--- src/rtl/uart_pkg.sv ---
// uart_pkg: shared definitions for the memory-mapped UART transmitter.
//   Register word offsets (addr[3:2]), STATUS bit positions, serialiser
//   state encoding and the minimum usable baud divisor.
package uart_pkg;

  localparam logic [1:0] REG_DATA   = 2'd0;
  localparam logic [1:0] REG_STATUS = 2'd1;
  localparam logic [1:0] REG_DIV    = 2'd2;
  localparam logic [1:0] REG_CTRL   = 2'd3;

  localparam int STAT_BUSY  = 0;
  localparam int STAT_FULL  = 1;
  localparam int STAT_EMPTY = 2;
  localparam int STAT_LEVEL = 8;

  localparam logic [15:0] DIV_MIN = 16'd2;

  typedef enum logic [1:0] {
    ST_IDLE  = 2'd0,
    ST_START = 2'd1,
    ST_DATA  = 2'd2,
    ST_STOP  = 2'd3
  } tx_state_e;

  // Divisors below DIV_MIN are clamped so a bit always spans >= 2 cycles.
  function automatic logic [15:0] eff_div(input logic [15:0] div);
    return (div < DIV_MIN) ? DIV_MIN : div;
  endfunction

endpackage

--- src/rtl/sync_fifo.sv ---
// sync_fifo: single-clock show-ahead FIFO (rdata valid whenever !empty).
//   clk, reset      : clock, synchronous active-high reset (flushes contents)
//   push, wdata     : write request / data; accepted when not full or when
//                     a pop happens in the same cycle
//   pop, rdata      : read request / head-of-queue data
//   full, empty     : occupancy flags
//   level           : number of stored entries (0..DEPTH)
module sync_fifo #(
  parameter int WIDTH = 8,
  parameter int DEPTH = 16
) (
  input  logic                     clk,
  input  logic                     reset,
  input  logic                     push,
  input  logic [WIDTH-1:0]         wdata,
  input  logic                     pop,
  output logic [WIDTH-1:0]         rdata,
  output logic                     full,
  output logic                     empty,
  output logic [$clog2(DEPTH):0]   level
);

  localparam int AW = $clog2(DEPTH);

  logic [WIDTH-1:0] mem_q [DEPTH];
  logic [AW-1:0]    wr_ptr_q, wr_ptr_d;
  logic [AW-1:0]    rd_ptr_q, rd_ptr_d;
  logic [AW:0]      count_q, count_d;
  logic             do_push, do_pop;

  assign full    = (count_q == (AW+1)'(DEPTH));
  assign empty   = (count_q == '0);
  assign level   = count_q;
  assign rdata   = mem_q[rd_ptr_q];
  assign do_pop  = pop && !empty;
  // A pop frees the slot in the same cycle, so a full FIFO still takes a push.
  assign do_push = push && (!full || do_pop);

  always_comb begin
    wr_ptr_d = wr_ptr_q + AW'(do_push);
    rd_ptr_d = rd_ptr_q + AW'(do_pop);
    count_d  = count_q + (AW+1)'(do_push) - (AW+1)'(do_pop);
  end

  always_ff @(posedge clk) begin
    if (reset) begin
      wr_ptr_q <= '0;
      rd_ptr_q <= '0;
      count_q  <= '0;
    end else begin
      wr_ptr_q <= wr_ptr_d;
      rd_ptr_q <= rd_ptr_d;
      count_q  <= count_d;
    end
  end

  always_ff @(posedge clk) begin
    if (do_push) mem_q[wr_ptr_q] <= wdata;
  end

endmodule

--- src/rtl/mm_uart_tx.sv ---
// mm_uart_tx: memory-mapped 8N1 UART transmitter on the picorv32 native bus.
//   clk, reset : system clock, synchronous active-high reset
//   select     : slave select from the address decoder
//   wstrb      : byte write strobes (0 = read)
//   addr       : byte offset; addr[3:2] selects DATA/STATUS/DIV/CTRL
//   data_i     : write data
//   ready      : one-cycle transfer-complete pulse
//   data_o     : read data, valid while ready=1, otherwise 0
//   irq        : level "TX complete" interrupt
//   tx         : serial line, idle high
// Build option: define MM_UART_TX_IRQ_EN to enable CTRL.irq_en and irq;
// without it irq is tied low and CTRL reads 0.
module mm_uart_tx
  import uart_pkg::*;
#(
  parameter int CLK_HZ     = 27_000_000,
  parameter int BAUD       = 115_200,
  parameter int FIFO_DEPTH = 16
) (
  input  logic        clk,
  input  logic        reset,
  input  logic        select,
  input  logic [3:0]  wstrb,
  input  logic [3:0]  addr,
  input  logic [31:0] data_i,
  output logic        ready,
  output logic [31:0] data_o,
  output logic        irq,
  output logic        tx
);

  localparam int          AW        = $clog2(FIFO_DEPTH);
  localparam logic [15:0] DIV_RESET = 16'(CLK_HZ / BAUD);

  // ---------------- FIFO ----------------
  logic          push, pop, full, empty;
  logic [7:0]    fifo_rdata;
  logic [AW:0]   level;

  sync_fifo #(.WIDTH(8), .DEPTH(FIFO_DEPTH)) u_fifo (
    .clk   (clk),
    .reset (reset),
    .push  (push),
    .wdata (data_i[7:0]),
    .pop   (pop),
    .rdata (fifo_rdata),
    .full  (full),
    .empty (empty),
    .level (level)
  );

  // ---------------- bus register file ----------------
  logic        ready_q, ready_d;
  logic [31:0] data_o_q, data_o_d;
  logic [15:0] div_q, div_d;
  logic        ctrl_q, ctrl_d;
  logic [31:0] status;
  tx_state_e   state_q, state_d;

  logic unused_bits;
  assign unused_bits = ^{addr[1:0], data_i[31:16]};

  always_comb begin
    status                        = '0;
    status[STAT_BUSY]             = (state_q != ST_IDLE);
    status[STAT_FULL]             = full;
    status[STAT_EMPTY]            = empty;
    status[STAT_LEVEL +: AW+1]    = level;
  end

  // A transfer is taken only while ready is low, so ready is a single-cycle
  // pulse even if select stays high. A DATA write to a full FIFO waits with
  // ready low until the serialiser pops; dropping select meanwhile aborts it.
  always_comb begin
    ready_d  = 1'b0;
    data_o_d = '0;
    div_d    = div_q;
    ctrl_d   = ctrl_q;
    push     = 1'b0;
    if (select && !ready_q) begin
      unique case (addr[3:2])
        REG_DATA: begin
          if (wstrb[0]) begin
            push    = !full || pop;
            ready_d = push;
          end else begin
            ready_d = 1'b1;
          end
        end
        REG_STATUS: begin
          ready_d = 1'b1;
          if (wstrb == 4'd0) data_o_d = status;
        end
        REG_DIV: begin
          ready_d = 1'b1;
          if (wstrb == 4'd0) begin
            data_o_d = {16'd0, div_q};
          end else begin
            if (wstrb[0]) div_d[7:0]  = data_i[7:0];
            if (wstrb[1]) div_d[15:8] = data_i[15:8];
          end
        end
        REG_CTRL: begin
          ready_d = 1'b1;
          if (wstrb == 4'd0) begin
            data_o_d = {31'd0, ctrl_q};
          end
`ifdef MM_UART_TX_IRQ_EN
          else if (wstrb[0]) begin
            ctrl_d = data_i[0];
          end
`endif
        end
        default: ;
      endcase
    end
  end

  always_ff @(posedge clk) begin
    if (reset) begin
      ready_q  <= 1'b0;
      data_o_q <= '0;
      div_q    <= DIV_RESET;
      ctrl_q   <= 1'b0;
    end else begin
      ready_q  <= ready_d;
      data_o_q <= data_o_d;
      div_q    <= div_d;
      ctrl_q   <= ctrl_d;
    end
  end

  assign ready  = ready_q;
  assign data_o = data_o_q;

`ifdef MM_UART_TX_IRQ_EN
  assign irq = ctrl_q && empty && (state_q == ST_IDLE);
`else
  assign irq = 1'b0;
`endif

  // ---------------- serialiser ----------------
  logic [15:0] cnt_q, cnt_d;     // cycles left in current bit, minus one
  logic [15:0] bdiv_q, bdiv_d;   // divisor latched for the current frame
  logic [2:0]  bit_q, bit_d;
  logic [7:0]  sh_q, sh_d;
  logic [15:0] div_eff;

  assign div_eff = eff_div(div_q);

  always_ff @(posedge clk) begin
    if (reset) begin
      state_q <= ST_IDLE;
      cnt_q   <= '0;
      bdiv_q  <= DIV_MIN;
      bit_q   <= '0;
      sh_q    <= '0;
    end else begin
      state_q <= state_d;
      cnt_q   <= cnt_d;
      bdiv_q  <= bdiv_d;
      bit_q   <= bit_d;
      sh_q    <= sh_d;
    end
  end

  always_comb begin
    state_d = state_q;
    cnt_d   = cnt_q;
    bdiv_d  = bdiv_q;
    bit_d   = bit_q;
    sh_d    = sh_q;
    pop     = 1'b0;
    unique case (state_q)
      ST_IDLE: begin
        if (!empty) begin
          pop     = 1'b1;
          state_d = ST_START;
          sh_d    = fifo_rdata;
          bdiv_d  = div_eff;
          cnt_d   = div_eff - 16'd1;
        end
      end
      ST_START: begin
        if (cnt_q == '0) begin
          state_d = ST_DATA;
          cnt_d   = bdiv_q - 16'd1;
          bit_d   = '0;
        end else begin
          cnt_d = cnt_q - 16'd1;
        end
      end
      ST_DATA: begin
        if (cnt_q == '0) begin
          cnt_d = bdiv_q - 16'd1;
          if (bit_q == 3'd7) begin
            state_d = ST_STOP;
          end else begin
            bit_d = bit_q + 3'd1;
            sh_d  = {1'b0, sh_q[7:1]};
          end
        end else begin
          cnt_d = cnt_q - 16'd1;
        end
      end
      ST_STOP: begin
        if (cnt_q == '0) begin
          // Chain straight into the next start bit when more data is queued.
          if (!empty) begin
            pop     = 1'b1;
            state_d = ST_START;
            sh_d    = fifo_rdata;
            bdiv_d  = div_eff;
            cnt_d   = div_eff - 16'd1;
          end else begin
            state_d = ST_IDLE;
          end
        end else begin
          cnt_d = cnt_q - 16'd1;
        end
      end
      default: state_d = ST_IDLE;
    endcase
  end

  always_comb begin
    tx = 1'b1;
    unique case (state_q)
      ST_START: tx = 1'b0;
      ST_DATA:  tx = sh_q[0];
      default:  tx = 1'b1;
    endcase
  end

endmodule

--- config.mk ---
export PLATFORM = sky130hd
export DESIGN_NAME = mm_uart_tx
export DESIGN_NICKNAME = d
export VERILOG_FILES = /design/src/rtl/uart_pkg.sv /design/src/rtl/sync_fifo.sv /design/src/rtl/mm_uart_tx.sv
export SDC_FILE = /design/constraint.sdc
export NUM_CORES = 1
export LEC_CHECK = 0
export ABC_AREA = 0
export ABC_CLOCK_PERIOD_IN_PS = 2900
export CAP_MARGIN = 40
export CORE_MARGIN = 4
export CORE_UTILIZATION = 45
export DETAILED_ROUTE_END_ITERATION = 8
export GPL_TIMING_DRIVEN = 0
export PLACE_DENSITY = 0.67
export SYNTH_ARGS = -nofsm -noshare
export SYNTH_HDL_FRONTEND = slang
export SYNTH_SLANG_ARGS = --single-unit
--- constraint.sdc ---
create_clock -name clk -period 2.9 [get_ports clk]
set_input_delay 0.29 -clock clk [delete_from_list [all_inputs] [get_ports clk]]
set_output_delay 0.29 -clock clk [all_outputs]
set_load 0.01 [all_outputs]
Word-level counts from Yosys, hierarchy flattened
Memories as Yosys holds them, arrays and structs flattened. A register that Yosys moved wholly into a read port is not among the register bits.
Index checks and enable logic that the tools add are counted.
- word-level logic and storage cells: 103
- output and inout bits: 35
- bits in registers: 107
- memories kept: 1
- bits in writable memories: 128
- bits of input ports: 43
- memory list (name ; words ; bits a word ; read ports ; clocked after Yosys merged registers in ; wr ports ; RTL line ; text):
    u_fifo.mem_q ; 16 ; 8 ; 1 ; 1 ; 1 ; sync_fifo.sv:25 ; logic [WIDTH-1:0] mem_q [DEPTH];
- multiplexer cells: 39
- order comparisons: 1
- bitwise gates (word level): 2
- reductions and logical operators: 26
- eq/ne operators: 14
- add/subtract/negate cells: 8
- operator list (kind ; count):
    $mux 16 ; 7
    $pmux 16 s2 ; 2
    $pmux 16 s3 ; 1
    $sub 16x1->16 const B ; 3
    $mux 8 ; 4
    $pmux 8 s3 ; 1
    $logic_not 16->1 ; 1
    $lt 16x2->1 const B ; 1
    $reduce_and 4->1 ; 4
    $mux 13 ; 1
    $ne 2x2->1 const B ; 6
    $mux 2 ; 5
    $mux 1 ; 9
    $mux 3 ; 3
    $add 4x1->4 ; 2
    $eq 2x2->1 const B ; 4
    $pmux 2 s4 ; 1
    $pmux 1 s2 ; 3
    $pmux 3 s2 ; 1
    $reduce_bool 2->1 ; 3
    $add 5x1->5 ; 1
    $eq 5x5->1 const B ; 1
    $logic_not 5->1 ; 1
    $reduce_and 5->1 ; 1
    15 further kinds ; 24

Depth between registers and ports, before layout
- depth in word-level cells: 11
- mapped depth: 18
- depth with buffers taken out: 16

By module
A second synthesis with hierarchy kept.
- cell total of the unflattened synthesis: 845
- area, all modules: 10068.4 µm²
- modules (own cells, without submodules) (module ; instances ; cells each ; area each (µm²) ; sequential area each (µm²)):
    sync_fifo ; 1 ; 294 ; 5681.7 ; 4103.9
    mm_uart_tx ; 1 ; 551 ; 4386.7 ; 1561.5

Worst setup path before layout
OpenSTA, ideal clock, no wires.
- path kind: reg2reg
- start: register cnt_q[0]
- end: register u_fifo.count_q[4] (netlist: u_fifo.level[4])
- buffers on the path: 2
- cell stages (with the launch flop): 19
- arrival time: 2921 ps
- library setup time: 128 ps
- slack: -149 ps
- clock period less this slack: 3049 ps
- required time: 2772 ps
- path through: dfxtp_1 -> inv_1 -> ha_1 -> nor4b_4 -> and4_1 -> buf_4 -> buf_4 -> a21oi_1 -> or2_1 -> inv_1 -> ha_1 -> inv_1 -> ha_1 -> fa_1 -> a21oi_1 -> nor2_1 -> nor2_1 -> xnor2_1 -> nor2_1
- longest elaborated chain between the ends: 10
- elaborated cells on any way between the ends: 12
- those cells by class: add/sub (2); mux (5); reduce/logical (5)
- ends and longest elaborated chain (item ; RTL line ; text):
    start: declaration ; mm_uart_tx.sv:143 ; logic [15:0] cnt_q, cnt_d;
    start signal: assignment ; mm_uart_tx.sv:160 ; cnt_q <= cnt_d;
    $logic_not 16->1 * ; mm_uart_tx.sv:207 ; if (cnt_q == '0) begin
    $mux 1 * ; mm_uart_tx.sv:207 ;
    $pmux 1 s2 * ; mm_uart_tx.sv:174 ; unique case (state_q)
    $logic_or 1x1->1 ; mm_uart_tx.sv:84 ; push = !full || pop;
    $mux 1 ; mm_uart_tx.sv:83 ; if (wstrb[0]) begin
    $mux 1 ; mm_uart_tx.sv:81 ; unique case (addr[3:2])
    $mux 1 ; mm_uart_tx.sv:80 ; if (select && !ready_q) begin
    $logic_and 1x1->1 ; sync_fifo.sv:37 ; assign do_push = push && (!full || do_pop);
    $add 5x1->5 ; sync_fifo.sv:42 ; count_d = count_q + (AW+1)'(do_push) - (AW+1)'(do_pop);
    $sub 5x1->5 * ; sync_fifo.sv:42 ;
    end signal: assignment ; sync_fifo.sv:53 ; count_q <= count_d;
    end: declaration ; sync_fifo.sv:28 ; logic [AW:0] count_q, count_d;
Every way passes the cells marked *; elsewhere a longest branch is shown, timed or not.
A chain may end at the register's enable or synchronous reset.

Final worst setup path
- start: register cnt_q[1]
- end: memory u_fifo.mem_q[11][7], enable pin
- longest elaborated chain between the ends: 10
- elaborated cells on any way between the ends: 12
- those cells by class: mux (7); reduce/logical (5)
- ends and longest elaborated chain (item ; RTL line ; text):
    $logic_not 16->1 * ; mm_uart_tx.sv:207 ;
    $mux 1 * ; mm_uart_tx.sv:207 ;
    $pmux 1 s2 * ; mm_uart_tx.sv:174 ;
    $logic_or 1x1->1 ; mm_uart_tx.sv:84 ;
    $mux 1 ; mm_uart_tx.sv:83 ;
    $mux 1 ; mm_uart_tx.sv:81 ;
    $mux 1 ; mm_uart_tx.sv:80 ;
    $logic_and 1x1->1 * ; sync_fifo.sv:37 ;
    $mux 1 * ; sync_fifo.sv:58 ; if (do_push) mem_q[wr_ptr_q] <= wdata;
    $mux 1 (implied by the code) * ; sync_fifo.sv:58 ;
    end: declaration ; sync_fifo.sv:25 ;
Marked as above.

==> flow_summary_export.csv <==
group,metric,value,unit
grt,grt_pass1_vias,6898,
floorplan,core,0.02196,sq mm
floorplan,dieWidth,157.8,um
drt,met3_length,1.173,mm
synth,ys_warn_count,0,
power_and_ir_drop,ir_drop,0.6200,mV
timing,maxSlewViolCount,0,
setup_path,cp.required,3.13,ns
synth,synth_xor_area_frac,0.03294,
synth,yosys-top-cells-area,"edfxtp_1 (38%), dfxtp_1 (18%), mux4_2 (7.1%)",
clock_tree,cts_buffers,24,
clock_tree,clock_latency,0.52,ns
grt,antenna_found_initial,0,
setup_path,critPathCaptureType,"register",
outcome,status,"completed",
drt,wl,24.70,mm
drt,wire_per_inst,19.44,um
floorplan,start_util,0.4601,
clock_tree,cts-root-buf,"clkbuf_16",
timing,clock.fmax,351.6,MHz
grt,grtUsageTotal,0.1970,
clock_tree,clock_tree.htree_level_count,1,
timing,maxSlewHeadroom,0.4882,
drt,firstDrtPassIters,5,
grt,grt_max_degree,18,
clock_tree,hold_buffers,0,
drt,ant_nets,0,
floorplan,std_cell_rows,54,
drt,avgViaCountPerCell,5.628,
clock_tree,cts_tree,"built",
clock_tree,clkTransAtPathRegs,0.06,ns
drt,maxUsedRoutingLayer,"met4",
synth,yosys.area.top_type,"edfxtp_1",
synth,synth-edff-count,128,
synth,netlist_top_cells_count,"edfxtp_1 (128), dfxtp_1 (91), nand2_1 (87)",
floorplan,ios,78,
placement,place.detailed.hpwl,17.49,mm
timing,setup_viol,0,
drt,drt_iter0_drc,545,
clock_tree,cts.sinks,219,
synth,ys.flop_type,"edfxtp_1",
synth,synth_compound_area_frac,0.1008,
flow_run,maxCapViolations,0,
floorplan,dieHeight,157.8,um
synth,synth_top_family_by_area,"simple AND/OR/NAND/NOR gates",
floorplan,die-area,0.02491,sq mm
timing,hold_violations,0,
synth,syn_area,0.01010,sq mm
grt,grt_pass1_wl,38.51,mm
cells_and_area,syn2layout_area_growth,22.34,%
timing,setup_tns,0,ns
power_and_ir_drop,p_per_area,885.6,mW/mm^2
cells_and_area,fill_cells,1833,
min_path,hp-class,"input port to register",
grt,grt_overflow,0,
cells_and_area,final_util,0.5629,
drt,vias,7153,
drt,wl_met1,10.62,mm
timing,fin_crit_sh,0.9808,
clock_tree,clockBufferDepth,3,
synth,synthArstFlopShare,0,
cells_and_area,layout.nets,1039,
power_and_ir_drop,leakage,4.282,nW
setup_path,critPathArrivalTime,3.07,ns
placement,gp_congestion,0.8789,
cells_and_area,n_antenna_cell,0,
synth,avgSynthCellArea,11.87,sq um
synth,synthDominantCellAreaShare,0.3804,
synth,seq_area_frac_synth,0.5607,
timing,rsz0062_at_grt,"yes",
synth,synth_most_common_cell,"edfxtp_1",
setup_path,critPathKind,"register to register",
synth,syn_inst,851,
synth,yosys.area_share.adder,0.02923,
timing,finalClockSkew,0.01755,ns
drt,wl_met2,12.27,mm
timing,worst_slew_pin_slew,0.7649,ns
setup_path,crit_fanout,5,
drt,drc,0,
synth,ys_ff_latch,219,
timing,post-route-min-period,2.844,ns
cells_and_area,drive_gt1_frac,0.2109,
placement,port_buffers,41,
synth,yosys.area_share.simple,0.1474,
setup_path,worstSetupStartpointType,"register",
synth,synth_cell_types,66,
synth,synth_mux_area_frac,0.08545,
[worst paths after layout]
path / start / to / slack [ns] / cells after the start
max: cnt_q[1] / u_fifo.mem_q[11][7] / 0.06 / 10
max reg2reg: cnt_q[1] / u_fifo.mem_q[11][7] / 0.06 / 10
min: data_i[11] / div_q[11] / 0.31 / 3
min reg2reg: sh_q[7] / sh_q[7] / 0.47 / 1
[where the power goes]
| group | switching, mW | internal [mW] |
|---|---|---|
| logic | 2.23 | 1.84 |
| registers | 0.298 | 3.55 |
| clock network | 1.21 | 1.82 |
[flip-flops by register name, summed over array words and instances, names as in the netlist, 5 cells and up]
| signal | count |
|---|---|
| u_fifo.mem_q | 128 |
| div_q | 16 |
| u_fifo.level | 5 |
| data_o | 16 |
| sh_q | 8 |
| cnt_q | 16 |
| bdiv_q | 16 |
[routing by layer]
| metal | track usage | vias up |
|---|---|---|
| met5 | 0 | - |
| met4 | 0.05694 | 0 |
| met3 | 0.02324 | 46 |
| met2 | 0.3342 | 191 |
| met1 | 0.2683 | 3518 |
| li1 | - | 3398 |
[area by class of cell]
| type | instances | area [sq um] | share of cell area |
|---|---|---|---|
| Sequential cell | 219 | 5682 | 0.4597 |
| Timing Repair Buffer | 87 | 745.7 | 0.06033 |
| Buffer | 62 | 334.1 | 0.02703 |
| Clock buffer | 34 | 679.4 | 0.05497 |
| Clock inverter | 10 | 118.9 | 0.009616 |
| Inverter | 22 | 100.1 | 0.008098 |
| Multi-Input combinational cell | 557 | 4350 | 0.3520 |
| Tap cell | 280 | 350.3 | 0.02834 |
[critical path, stage by stage (launching register included)]
cell and delay [ns]:
dfxtp_4 0.35, inv_4 0.05, ha_4 0.13, nor4b_4 0.21, buf_4 0.18, nand4_4 0.15
nor4_4 0.34, nor2_4 0.10, buf_6 0.15, nor3_1 0.59, buf_4 0.28
[logic make-up (layout without fill, tap and decap cells)]
logic type / count (synthesis) / in the layout
AO/OA/AOI/OAI: 151 / 151
XOR/XNOR: 38 / 38
adder cells (fa/ha/maj): 23 / 23
buffers and inverters: 91 / 215
flip-flops: 219 / 219
multiplexers: 46 / 46
other: 1 / 17
AND/OR/NAND/NOR: 282 / 282
[cell usage in the layout, fill, tap and decap left out, drive strengths merged, types with 12 or more instances in the layout]
master         Yosys  layout
buf               38      83
nor4              20      20
nor2              60      60
o21ai             24      24
xnor2             18      18
a211oi            17      17
clkbuf            31      59
ha                22      22
conb               1      17
edfxtp           128     128
xor2              20      20
nor2b             15      15
nand3             19      19
mux4              32      32
mux2i             12      12
inv               22      22
nand2             87      87
nor3              20      20
clkdlybuf4s50      0      41
a21oi             47      47
dfxtp             91      91
[through the flow]
step / setup slack (ns) / power [mW] / cells / area (sq um) / hold WS, ns
after global placement: -0.7706 / 7.271 / 1188 / 10940 / 0.4534
after floorplan: 0.009239 / 6.364 / 867 / 10180 / 0.3889
after detailed placement: -0.7921 / 7.305 / 1203 / 11090 / 0.4559
after CTS: -0.1199 / 10.48 / 1249 / 12030 / 0.2992
after global routing: -0.1197 / 11.53 / 1271 / 12360 / 0.3203
final: 0.05566 / 10.95 / 1271 / 12360 / 0.3150
[timing repair]
item                                    in CTS  in global routing
gates resized for setup                     24                 40
endpoints found under the setup margin     101                 49
setup buffers                                6                 24
pin swaps                                    4                 18
cloned                                       0                  1
No activity file was read; power rests on OpenSTA's default activity.
